===== src/rtl/serial_adder_if.sv =====
// Handshake and operand bus for serial_adder.
// SERIAL_ADDER_SUB_MODE_EN adds the mode (add/subtract) select signal.
interface serial_adder_if #(
    parameter int unsigned WIDTH = 8
);
    logic             start;
    logic [WIDTH-1:0] a;
    logic [WIDTH-1:0] b;
    logic             cin;
    logic             busy;
    logic             done;
    logic [WIDTH-1:0] sum;
    logic             cout;
`ifdef SERIAL_ADDER_SUB_MODE_EN
    logic             mode;

    modport master (output start, a, b, cin, mode, input busy, done, sum, cout);
    modport slave  (input start, a, b, cin, mode, output busy, done, sum, cout);
`else
    modport master (output start, a, b, cin, input busy, done, sum, cout);
    modport slave  (input start, a, b, cin, output busy, done, sum, cout);
`endif
endinterface


===== src/rtl/serial_adder.sv =====
// Bit-serial LSB-first adder: one full-adder bit per clock, result published on entry to DONE.
// SERIAL_ADDER_SUB_MODE_EN adds a subtract mode (a - b - cin, cout = final borrow).
module serial_adder #(
    parameter int unsigned WIDTH = 8
) (
    input  logic           clk,
    input  logic           rst_n,
    serial_adder_if.slave  bus
);
    localparam int unsigned CNT_W = $clog2(WIDTH) + 1;
    localparam logic [CNT_W-1:0] LAST = CNT_W'(WIDTH - 1);

    typedef enum logic [1:0] {IDLE, RUN, DONE} state_t;

    state_t           state;
    logic [WIDTH-1:0] a_sh;
    logic [WIDTH-1:0] b_sh;
    logic [WIDTH-1:0] sum_sh;
    logic             carry;
    logic [CNT_W-1:0] cnt;
`ifdef SERIAL_ADDER_SUB_MODE_EN
    logic             mode_q;
`endif

    // Per-bit cell: two half adders; in subtract mode the carry becomes a borrow.
    logic h1, c1, c2, bit_s, bit_c;
    always_comb begin
        h1    = a_sh[0] ^ b_sh[0];
        c1    = a_sh[0] & b_sh[0];
        bit_s = h1 ^ carry;
        c2    = h1 & carry;
        bit_c = c1 | c2;
`ifdef SERIAL_ADDER_SUB_MODE_EN
        if (mode_q)
            bit_c = (~a_sh[0] & b_sh[0]) | (~h1 & carry);
`endif
    end

    always_ff @(posedge clk or negedge rst_n) begin
        if (!rst_n) begin
            state     <= IDLE;
            a_sh      <= '0;
            b_sh      <= '0;
            sum_sh    <= '0;
            carry     <= 1'b0;
            cnt       <= '0;
            bus.busy  <= 1'b0;
            bus.done  <= 1'b0;
            bus.sum   <= '0;
            bus.cout  <= 1'b0;
`ifdef SERIAL_ADDER_SUB_MODE_EN
            mode_q    <= 1'b0;
`endif
        end else begin
            case (state)
                IDLE, DONE: begin
                    bus.done <= 1'b0;
                    if (bus.start) begin
                        a_sh     <= bus.a;
                        b_sh     <= bus.b;
                        carry    <= bus.cin;
                        cnt      <= '0;
                        bus.busy <= 1'b1;
                        state    <= RUN;
`ifdef SERIAL_ADDER_SUB_MODE_EN
                        mode_q   <= bus.mode;
`endif
                    end else begin
                        state <= IDLE;
                    end
                end
                RUN: begin
                    carry  <= bit_c;
                    sum_sh <= {bit_s, sum_sh[WIDTH-1:1]};
                    a_sh   <= a_sh >> 1;
                    b_sh   <= b_sh >> 1;
                    // The last bit goes straight to the output so sum is never seen partial.
                    if (cnt == LAST) begin
                        bus.sum  <= {bit_s, sum_sh[WIDTH-1:1]};
                        bus.cout <= bit_c;
                        bus.busy <= 1'b0;
                        bus.done <= 1'b1;
                        state    <= DONE;
                    end else begin
                        cnt <= cnt + CNT_W'(1);
                    end
                end
                default: state <= IDLE;
            endcase
        end
    end
endmodule

===== src/flat_wrapper.sv =====
// flat-port wrapper written by rule: the top's interface ports become plain ports
module serial_adder_flat 
#(
    parameter int unsigned WIDTH = 8
)
  (clk, rst_n, bus_start, bus_a, bus_b, bus_cin, bus_busy, bus_done, bus_sum, bus_cout);
  serial_adder_if #(.WIDTH(WIDTH)) bus_i ();
  input  logic clk;
  input  logic rst_n;
  input wire logic [$bits(bus_i.start)-1:0] bus_start;
  input wire logic [$bits(bus_i.a)-1:0] bus_a;
  input wire logic [$bits(bus_i.b)-1:0] bus_b;
  input wire logic [$bits(bus_i.cin)-1:0] bus_cin;
  output wire logic [$bits(bus_i.busy)-1:0] bus_busy;
  output wire logic [$bits(bus_i.done)-1:0] bus_done;
  output wire logic [$bits(bus_i.sum)-1:0] bus_sum;
  output wire logic [$bits(bus_i.cout)-1:0] bus_cout;
  assign bus_i.start = bus_start;
  assign bus_i.a = bus_a;
  assign bus_i.b = bus_b;
  assign bus_i.cin = bus_cin;
  assign bus_busy = bus_i.busy;
  assign bus_done = bus_i.done;
  assign bus_sum = bus_i.sum;
  assign bus_cout = bus_i.cout;
  serial_adder #(.WIDTH(WIDTH)) u_core (.clk(clk), .rst_n(rst_n), .bus(bus_i));
endmodule

===== config.mk =====
export PLATFORM = sky130hd
export DESIGN_NAME = serial_adder_flat
export DESIGN_NICKNAME = d
export VERILOG_FILES = /design/src/rtl/serial_adder_if.sv /design/src/rtl/serial_adder.sv /design/src/flat_wrapper.sv
export SDC_FILE = /design/constraint.sdc
export NUM_CORES = 1
export LEC_CHECK = 0
export BUFFER_PORTS_ARGS = -buffer_cell sky130_fd_sc_hd__buf_2
export CAP_MARGIN = 40
export CORE_MARGIN = 3
export CORE_UTILIZATION = 45
export DETAILED_ROUTE_END_ITERATION = 12
export GPL_TIMING_DRIVEN = 0
export PLACE_DENSITY = 0.8
export SYNTH_ARGS = -nofsm -noshare
export SYNTH_HDL_FRONTEND = slang
export SYNTH_SLANG_ARGS = --single-unit

===== constraint.sdc =====
create_clock -name clk -period 1.3 [get_ports clk]
set_input_delay 0.26 -clock clk [delete_from_list [all_inputs] [get_ports clk]]
set_output_delay 0.26 -clock clk [all_outputs]
set_load 0.05 [all_outputs]

# Word-level counts from Yosys, hierarchy flattened
# Cells that the tools add are included.
[word_totals]
output_inout_bits = 11
wordCells = 47
ff_bits = 42
in_bits = 20
[classes]
n_reduce_logical = 8
bitwise_logic = 5
eq_ne = 6
addsub = 1
mux = 17
[op_table]
columns = ["cell", "n"]
rows = [
  ["$pmux W8 S2", 2],
  ["$mux W8", 2],
  ["$mux W4", 2],
  ["$pmux W4 S2", 1],
  ["$pmux W1 S2", 3],
  ["$reduce_and A2 Y1", 3],
  ["$reduce_and A3 Y1", 2],
  ["$mux W1", 5],
  ["$add A4 B1 Y4 const B", 1],
  ["$eq A4 B3 Y1 const B", 1],
  ["$ne A2 B2 Y1 const B", 2],
  ["$pmux W2 S2", 1],
  ["$and A1 B1 Y1", 2],
  ["$eq A2 B1 Y1 const B", 1],
  ["$eq A2 B2 Y1 const B", 1],
  ["$logic_not A2 Y1", 1],
  ["$mux W2", 1],
  ["$ne A2 B1 Y1 const B", 1],
  ["$reduce_bool A2 Y1", 1],
  ["$reduce_or A2 Y1", 1],
  ["$xor A1 B1 Y1", 2],
  ["$or A1 B1 Y1", 1],
]

# Logic depth before layout (Yosys ltp)
# Gate-level depths: netlist (run 1).
[logic_depth]
ltp_word = 4
ltp_mapped = 5
mapped_depth_nobuf = 4

# Worst setup path before layout (run 1)
# Ideal clock, no wire load.
[synth_path]
path_type = "reg2reg"
from = "register u_core.cnt[0]"
to = "register u_core.bus.cout"
slack_ns = -0.106
setup_ns = 0.125
stages_incl_launch_ff = 6
path_buffers = 1
t_required_ns = 1.175
t_arrival_ns = 1.282
synth_period_minus_slack_ns = 1.406
path_cell_list = "dfrtp_1 > ha_1 > nand3b_1 > nor2_2 > buf_4 > mux2_2"
[synth_between]
elab_chain_cells = 2
[synth_lines]
columns = ["item", "line_no", "rtl"]
rows = [
  ["start: declaration", "serial_adder.sv:20", "logic [CNT_W-1:0] cnt;"],
  ["start signal: assignment", "serial_adder.sv:85", "cnt <= cnt + CNT_W'(1);"],
  ["$eq A4 B3 Y1", "serial_adder.sv:78", "if (cnt == LAST) begin"],
  ["$reduce_and A2 Y1 (no line)", "--", ""],
  ["end signal: assignment", "serial_adder.sv:80", "bus.cout <= bit_c;"],
  ["end: declaration", "serial_adder_if.sv:21", "modport slave (input start, a, b, cin, output busy, done, sum, cout);"],
]
# Every way passes these cells.
# A chain may end at the register's enable or synchronous reset.

# Worst setup path after layout (run 1)
[layout_path]
from = "register u_core.cnt[1]"
to = "register u_core.bus.sum[3]"
[layout_between]
elab_chain_cells = 2
[layout_lines]
columns = ["item", "line_no", "rtl"]
rows = [
  ["$eq A4 B3 Y1", "serial_adder.sv:78", ""],
  ["$reduce_and A2 Y1 (no line)", "--", ""],
  ["end signal: assignment", "serial_adder.sv:79", "bus.sum <= {bit_s, sum_sh[WIDTH-1:1]};"],
  ["end: declaration", "serial_adder_if.sv:21", ""],
]
# Every way passes these cells.

==> results of run 1 <==
## synthesized netlist by cell type
cell type | n | area (um2)
sky130_fd_sc_hd__nand2b_1 | 1 | 6.26
sky130_fd_sc_hd__nor2b_1 | 2 | 12.5
sky130_fd_sc_hd__nor2_1 | 17 | 63.8
sky130_fd_sc_hd__o21ai_0 | 3 | 15.0
sky130_fd_sc_hd__fa_1 | 1 | 20.0
sky130_fd_sc_hd__mux2_2 | 9 | 101
sky130_fd_sc_hd__nand2b_2 | 1 | 8.76
sky130_fd_sc_hd__dfrtp_1 | 41 | 1030
sky130_fd_sc_hd__nand3_1 | 2 | 10.0
sky130_fd_sc_hd__nand4b_1 | 1 | 8.76
sky130_fd_sc_hd__nor2_2 | 1 | 6.26
sky130_fd_sc_hd__a21o_1 | 1 | 7.51
sky130_fd_sc_hd__ha_1 | 1 | 12.5
sky130_fd_sc_hd__or4_1 | 1 | 7.51
sky130_fd_sc_hd__mux2i_1 | 2 | 20.0
sky130_fd_sc_hd__clkbuf_1 | 2 | 7.51
sky130_fd_sc_hd__nand2_1 | 58 | 218
sky130_fd_sc_hd__a31oi_1 | 15 | 93.8
sky130_fd_sc_hd__buf_2 | 5 | 25.0
sky130_fd_sc_hd__buf_4 | 3 | 22.5
sky130_fd_sc_hd__inv_1 | 1 | 3.75
sky130_fd_sc_hd__a22o_1 | 2 | 17.5
sky130_fd_sc_hd__nand3b_1 | 1 | 7.51
## state kept, by name (all words and copies together) (netlist names)
signal           count
u_core.bus.cout      1
u_core.bus.busy      1
u_core.b_sh          8
u_core.carry         1
u_core.sum_sh        7
u_core.state         2
u_core.cnt           4
u_core.bus.sum       8
u_core.a_sh          8
u_core.bus.done      1
## critical path, stage by stage, from the launching register on
cell and delay (ns):
sky130_fd_sc_hd__dfrtp_1 0.37, sky130_fd_sc_hd__ha_2 0.18, sky130_fd_sc_hd__nand3b_1 0.14, sky130_fd_sc_hd__nor2_4 0.16, sky130_fd_sc_hd__buf_6 0.15, sky130_fd_sc_hd__mux2_4 0.31
## layer usage
| metal | GRT usage (%) | vias up | part of all wire (%) |
|---|---|---|---|
| met5 | 0 | - | 0 |
| met4 | 7.44 | 0 | 1.9 |
| met3 | 4.43 | 8 | 4.9 |
| met2 | 28.2 | 37 | 47 |
| met1 | 23.1 | 649 | 47 |
| li1 | - | 658 | - |
## kinds of logic (layout without fill, tap and decap cells)
logic type | after synthesis | in the layout | synth area share (%)
buffers and inverters | 11 | 57 | 3.42
and+or+nand+nor | 85 | 85 | 20.3
DFF | 41 | 41 | 59.6
adders and majority gates | 2 | 2 | 1.89
AOI/OAI and AO/OA | 21 | 21 | 7.78
muxes | 11 | 11 | 7.05
## stage by stage
step	setup TNS, ns	std cells	total power, mW	area [um2]
floorplan	-0.734	171	4.14	1730
global placement	-1.78	247	4.67	1940
detailed placement	-1.93	248	4.80	1960
CTS	-1.21	263	6.07	2170
global route	-1.97	263	6.56	2200
finish	-0.923	263	6.10	2200
## repair_timing
item / in CTS / in global routing
setup buffers: 5 / 0
cloned: 1 / 0
pin swaps: 3 / 2
hold buffers: 1 / 0
endpoints found under the setup margin: 12 / 29
endpoints found under the hold margin: 16 / 0
resized for setup: 14 / 10
## final timing paths
check / depth (start not counted) / to
worst max-delay path: 5 / u_core.bus.sum[3]
worst min-delay path: 2 / u_core.b_sh[7]
worst max register to register: 5 / u_core.bus.sum[3]
worst min register to register: 1 / u_core.bus.done
max in group asynchronous: 3 / u_core.carry
min in group asynchronous: 2 / u_core.bus.sum[0]
## cell type report
cell class              count  area (um2)
plain buffers              10        68.8
clock inverters             1        30.0
well taps                  46        57.6
repair buffers             38         233
clock buffers               7        86.3
fillers                   287        1300
inverters                   1        3.75
flip-flops and latches     41        1030
multi-input cells         119         692
## power groups by stage
stage / clock network (mW) / logic (mW) / registers, mW
2_1_floorplan: 0 / 1.36 / 2.78
3_3_place_gp: 0 / 2.42 / 2.25
3_5_place_dp: 0 / 2.52 / 2.28
4_1_cts: 1.07 / 2.74 / 2.26
5_1_grt: 1.12 / 3.09 / 2.35
6_report: 1.04 / 2.78 / 2.27
==> impl_metrics.prom, run 1 <==
# TYPE chip_impl_metric gauge
chip_impl_metric{name="clock_insertion_delay_worst_skew",unit="ns"} 0.30
chip_impl_metric{name="final_core_utilization",unit="%"} 62.9
chip_impl_metric{name="tightest_slew",unit="ns"} 0.414
chip_impl_info{name="start_kind",value="flip-flop"} 1
chip_impl_metric{name="power.sequential.fraction",unit="%"} 37.2
chip_impl_info{name="run_status",value="finished, violations left"} 1
chip_impl_metric{name="synth_cell_types",unit=""} 23
chip_impl_metric{name="h-tree-depth",unit=""} 2
chip_impl_metric{name="slew_viol_final",unit=""} 0
chip_impl_metric{name="drt_first_pass_iters",unit=""} 4
chip_impl_metric{name="grt_first_pass_wirelength",unit="um"} 5940
chip_impl_info{name="critPathLaunch",value="u_core.cnt[1]"} 1
chip_impl_metric{name="place_ws",unit="ns"} -0.240
chip_impl_metric{name="clk_pin_slew_worst_paths",unit="ns"} 0.07
chip_impl_metric{name="finalCritPeriodShare",unit="%"} 110
chip_impl_metric{name="comb_power_share",unit="%"} 45.7
chip_impl_info{name="cts_root_buf",value="sky130_fd_sc_hd__clkbuf_8"} 1
chip_impl_metric{name="number_of_global_route_vias_before_repair",unit=""} 1266
chip_impl_metric{name="die_height",unit="um"} 67.9
chip_impl_metric{name="net_count_final",unit=""} 238
chip_impl_metric{name="gpl.final_weighted_congestion",unit=""} 0.745
chip_impl_metric{name="synthesis.nets",unit=""} 193
chip_impl_metric{name="ir_drop",unit="V"} 0.00113
chip_impl_metric{name="avgSynthCellArea",unit="um2"} 10.1
chip_impl_metric{name="crit_path_max_fanout",unit=""} 5
chip_impl_metric{name="routed_wirelength",unit="um"} 3510
chip_impl_metric{name="power.share.switching",unit="%"} 40.8
chip_impl_metric{name="worstPathArrival",unit="ns"} 1.60
chip_impl_info{name="rsz0062_at_grt",value="true"} 1
chip_impl_metric{name="num_vias",unit=""} 1352
chip_impl_metric{name="switchingPower",unit="mW"} 2.49
chip_impl_info{name="layout_common_cells",value="sky130_fd_sc_hd__nand2_1, sky130_fd_sc_hd__dfrtp_1, sky130_fd_sc_hd__buf_2, sky130_fd_sc_hd__nor2_1, sky130_fd_sc_hd__a31oi_1"} 1
chip_impl_metric{name="finalHoldViolCount",unit=""} 0
chip_impl_metric{name="clock_path_buffers",unit=""} 2
chip_impl_info{name="crit_path_end_kind",value="flip-flop"} 1
chip_impl_metric{name="global_route.overflow_total",unit=""} 0
chip_impl_metric{name="p_per_area",unit="nW/um2"} 2770
chip_impl_metric{name="antenna_violations_before_repair",unit=""} 0
chip_impl_info{name="timing.setup.critical_path_class",value="flip-flop to flip-flop"} 1
chip_impl_metric{name="floorplan.core_area",unit="um2"} 3490
chip_impl_metric{name="grt_util_all_layers",unit="%"} 17.7
chip_impl_metric{name="leakage_power",unit="nW"} 1.09
chip_impl_metric{name="clkSinkCount",unit=""} 41
chip_impl_metric{name="antenna_cells",unit=""} 0
chip_impl_metric{name="post_dr_wirelength_cell",unit="um"} 13.3
chip_impl_metric{name="power.clock.fraction",unit="%"} 17.1
chip_impl_metric{name="grt_max_degree",unit=""} 26
chip_impl_info{name="layout.cells.most_common",value="sky130_fd_sc_hd__nand2_1"} 1
chip_impl_metric{name="yosys_register_bits",unit=""} 41
chip_impl_metric{name="route.detailed.vias_per_inst",unit=""} 5.14
chip_impl_metric{name="syn-cell-area",unit="um2"} 1720
chip_impl_metric{name="place.port_buffers",unit=""} 30
chip_impl_metric{name="initial_drc_count",unit=""} 85
chip_impl_metric{name="cts-buffers-inserted",unit=""} 5
chip_impl_metric{name="core.rowCount",unit=""} 21
chip_impl_metric{name="fp.dieArea",unit="um2"} 4600
chip_impl_metric{name="timing.clock.skew",unit="ns"} 0.00729
chip_impl_metric{name="timing.final.setup_violations",unit=""} 9
chip_impl_metric{name="initial_utilization",unit="%"} 49.3
chip_impl_metric{name="whs",unit="ns"} 0.190
chip_impl_metric{name="drive_above_1_share",unit="%"} 31.3
chip_impl_metric{name="gate_count_post_synth",unit=""} 171
chip_impl_metric{name="detail_route.drc_violations",unit=""} 0
chip_impl_metric{name="worst_case_register_to_register_setup_slack",unit="ns"} -0.12
chip_impl_info{name="failing_checks",value="setup timing"} 1
chip_impl_metric{name="relSlewSlack",unit="%"} 72.4
chip_impl_metric{name="p_int",unit="mW"} 3.61
chip_impl_metric{name="io-pin-count",unit=""} 31
chip_impl_metric{name="yosysWarnings",unit=""} 0
chip_impl_metric{name="maxCapViolCount",unit=""} 0
chip_impl_metric{name="ant_nets",unit=""} 0
chip_impl_metric{name="synthToLayoutAreaGrowth",unit="%"} 27.6
chip_impl_metric{name="seq_area_frac_synth",unit="%"} 59.6
chip_impl_info{name="tritoncts",value="built"} 1
chip_impl_info{name="startpoint_of_the_lowest_slack_hold_path",value="bus_b[7]"} 1
chip_impl_metric{name="fp.dieW",unit="um"} 67.9
chip_impl_metric{name="maxClockFrequency",unit="GHz"} 0.702
chip_impl_metric{name="critPathRequiredTime",unit="ns"} 1.48
chip_impl_metric{name="hpwl",unit="um"} 2480
chip_impl_metric{name="worst_slack",unit="ns"} -0.125
chip_impl_info{name="min-delay-path-class",value="primary input to flip-flop"} 1
chip_impl_info{name="rr_startpoint",value="u_core.cnt[1]"} 1
chip_impl_metric{name="final_period_demand_of_the_worst_path",unit="ns"} 1.42
(Power assumes the default switching activity.)
==> run 2: changes to the inputs <==
CORE_MARGIN = 2   (was 3)
PLACE_DENSITY = 0.69   (was 0.8)
==> impl_metrics.prom, run 2 (same netlist as run 1, synthesis figures left out) <==
# TYPE chip_impl_metric gauge
chip_impl_info{name="run_status",value="finished, violations left"} 1
chip_impl_info{name="failing_checks",value="setup timing"} 1
chip_impl_metric{name="net_count_final",unit=""} 240
chip_impl_metric{name="layout.area.seq",unit="um2"} 1030
chip_impl_metric{name="final.fill_count",unit=""} 318
chip_impl_metric{name="clock_path_buffers",unit=""} 2
chip_impl_metric{name="worst_case_register_to_register_setup_slack",unit="ns"} -0.20
chip_impl_metric{name="clkSinkCount",unit=""} 41
chip_impl_metric{name="worstPathArrival",unit="ns"} 1.67
chip_impl_metric{name="dpl-instance-area",unit="um2"} 1970
chip_impl_metric{name="finalInstanceArea",unit="um2"} 2250
chip_impl_metric{name="initial_drc_count",unit=""} 93
chip_impl_metric{name="core.rowCount",unit=""} 22
chip_impl_metric{name="leakage_power",unit="nW"} 1.10
chip_impl_info{name="reg2reg_to",value="u_core.bus.sum[0]"} 1
chip_impl_metric{name="maxCapViolCount",unit=""} 0
chip_impl_metric{name="number_of_global_route_vias_before_repair",unit=""} 1370
chip_impl_metric{name="finalHoldViolCount",unit=""} 0
chip_impl_metric{name="final_period_demand_of_the_worst_path",unit="ns"} 1.50
chip_impl_metric{name="io-pin-count",unit=""} 31
chip_impl_info{name="layout.cells.most_common",value="sky130_fd_sc_hd__nand2_1"} 1
chip_impl_metric{name="tightest_slew",unit="ns"} 0.461
chip_impl_metric{name="die_height",unit="um"} 65.9
chip_impl_info{name="start_kind",value="flip-flop"} 1
chip_impl_metric{name="routed_wirelength",unit="um"} 3780
chip_impl_metric{name="floorplan.core_area",unit="um2"} 3660
chip_impl_metric{name="antenna_cells",unit=""} 0
chip_impl_info{name="layout_common_cells",value="sky130_fd_sc_hd__nand2_1, sky130_fd_sc_hd__dfrtp_1, sky130_fd_sc_hd__buf_2, sky130_fd_sc_hd__nor2_1, sky130_fd_sc_hd__a31oi_1"} 1
chip_impl_metric{name="ir_drop",unit="V"} 0.00152
chip_impl_metric{name="maxClockFrequency",unit="GHz"} 0.668
chip_impl_metric{name="finalCritPeriodShare",unit="%"} 115
chip_impl_metric{name="num_vias",unit=""} 1372
chip_impl_metric{name="grt_max_degree",unit=""} 25
chip_impl_metric{name="drive_above_1_share",unit="%"} 33.3
chip_impl_metric{name="post_dr_wirelength_cell",unit="um"} 14.2
chip_impl_info{name="min-delay-path-class",value="primary input to flip-flop"} 1
chip_impl_metric{name="timing.final.setup_violations",unit=""} 10
chip_impl_metric{name="fin_setup_tns",unit="ns"} -1.67
chip_impl_metric{name="critPathRequiredTime",unit="ns"} 1.48
chip_impl_metric{name="fp.dieArea",unit="um2"} 4340
chip_impl_metric{name="antenna_violations_before_repair",unit=""} 0
chip_impl_metric{name="fp.dieW",unit="um"} 65.9
chip_impl_metric{name="grt_util_all_layers",unit="%"} 19.9
chip_impl_metric{name="clk_pin_slew_worst_paths",unit="ns"} 0.08
chip_impl_metric{name="hpwl",unit="um"} 2550
chip_impl_metric{name="place.port_buffers",unit=""} 30
chip_impl_metric{name="detail_route.drc_violations",unit=""} 0
chip_impl_metric{name="clock_insertion_delay_worst_skew",unit="ns"} 0.29
chip_impl_info{name="rsz0062_at_grt",value="true"} 1
chip_impl_metric{name="ant_nets",unit=""} 0
chip_impl_info{name="crit_path_end",value="u_core.bus.sum[0]"} 1
chip_impl_metric{name="drt_first_pass_iters",unit=""} 4
chip_impl_info{name="rr_startpoint",value="u_core.cnt[0]"} 1
chip_impl_metric{name="p_per_area",unit="nW/um2"} 2790
chip_impl_info{name="crit_path_end_kind",value="flip-flop"} 1
chip_impl_metric{name="post-layout-total-power",unit="mW"} 6.28
chip_impl_metric{name="multiInputGateArea",unit="um2"} 706
chip_impl_metric{name="worst_slack",unit="ns"} -0.196
chip_impl_metric{name="global_route.overflow_total",unit=""} 0
chip_impl_metric{name="cts-buffers-inserted",unit=""} 5
chip_impl_metric{name="worst-r2r-cell-count",unit=""} 6
chip_impl_metric{name="gpl.final_weighted_congestion",unit=""} 0.722
chip_impl_metric{name="crit_path_max_fanout",unit=""} 5
chip_impl_info{name="tritoncts",value="built"} 1
chip_impl_metric{name="grt_first_pass_wirelength",unit="um"} 6380
chip_impl_metric{name="route.detailed.vias_per_inst",unit=""} 5.14
chip_impl_info{name="critPathLaunch",value="u_core.cnt[0]"} 1
chip_impl_metric{name="synthToLayoutAreaGrowth",unit="%"} 30.9
chip_impl_info{name="largest_registers",value="u_core.a_sh: 8 flops, u_core.b_sh: 8 flops, u_core.bus.sum: 8 flops"} 1
chip_impl_metric{name="relSlewSlack",unit="%"} 69.2
chip_impl_info{name="cts_root_buf",value="sky130_fd_sc_hd__clkbuf_8"} 1
chip_impl_info{name="timing.setup.critical_path_class",value="flip-flop to flip-flop"} 1
chip_impl_metric{name="slew_viol_final",unit=""} 0
chip_impl_metric{name="initial_utilization",unit="%"} 47.0
chip_impl_metric{name="timing.clock.skew",unit="ns"} 0.00698
chip_impl_metric{name="h-tree-depth",unit=""} 2
run 2: cell types whose count changed in the layout (fill, tap and decap cells not counted), sizes merged:
| cell | delta |
|---|---|
| clkbuf | -1 |
| buf | +3 |
run 2: repair_timing:
action                     CTS  global route
setup endpoints to repair   12            35
resized for setup           18            14
hold buffers                 1             0
setup buffers               10             2
pin swaps                    3             3
hold endpoints to repair    17             0
run 2: layer usage:
| layer | global-route usage (%) | up-vias | share of wire [%] |
|---|---|---|---|
| met2 | 32.3 | 52 | 50 |
| met5 | 0 | - | 0 |
| met1 | 24.2 | 651 | 41 |
| met4 | 8.33 | 0 | 3.2 |
| met3 | 6.47 | 13 | 5.5 |
| li1 | - | 656 | - |
run 2: worst max-delay path, stage by stage (launching register included):
cell	delay [ns]
sky130_fd_sc_hd__dfrtp_1	0.42
sky130_fd_sc_hd__ha_4	0.15
sky130_fd_sc_hd__nand3b_1	0.11
sky130_fd_sc_hd__nor2_2	0.15
sky130_fd_sc_hd__buf_6	0.13
sky130_fd_sc_hd__buf_8	0.12
sky130_fd_sc_hd__mux2_4	0.30
run 2: power by group:
part | switching, mW | internal, mW
Combinational | 1.78 | 1.17
Sequential | 0.396 | 1.89
Clock | 0.421 | 0.626
Total | 2.59 | 3.69
run 2: worst min path at each step:
stage,cells after the start,startpoint,to
detailed placement,1,rst_n,u_core.bus.done
CTS,2,bus_b[7],u_core.b_sh[7]
finish,2,bus_b[7],u_core.b_sh[7]
global route,2,bus_b[7],u_core.b_sh[7]
floorplan,0,rst_n,u_core.a_sh[0]
global placement,1,rst_n,u_core.bus.sum[4]
run 2: cell type report:
type	instances	share of cell area (%)
Buffer	9	2.72
Clock buffer	7	3.83
Tap cell	48	2.67
Sequential cell	41	45.6
Multi-Input combinational cell	119	31.3
Inverter	1	0.167
Timing Repair Buffer	41	12.4
Clock inverter	1	1.33
run 2: per-stage QoR:
| step | setup slack [ns] | hold slack [ns] | utilization (%) | cells |
|---|---|---|---|---|
| 2_1_floorplan | -0.0918 | -0.0356 | - | 171 |
| 3_3_place_gp | -0.200 | 0.418 | 52.9 | 249 |
| 3_5_place_dp | -0.253 | 0.237 | 53.7 | 250 |
| 4_1_cts | -0.181 | 0.196 | 61.2 | 269 |
| 5_1_grt | -0.254 | 0.216 | 61.6 | 267 |
| 6_report | -0.196 | 0.207 | 61.6 | 267 |
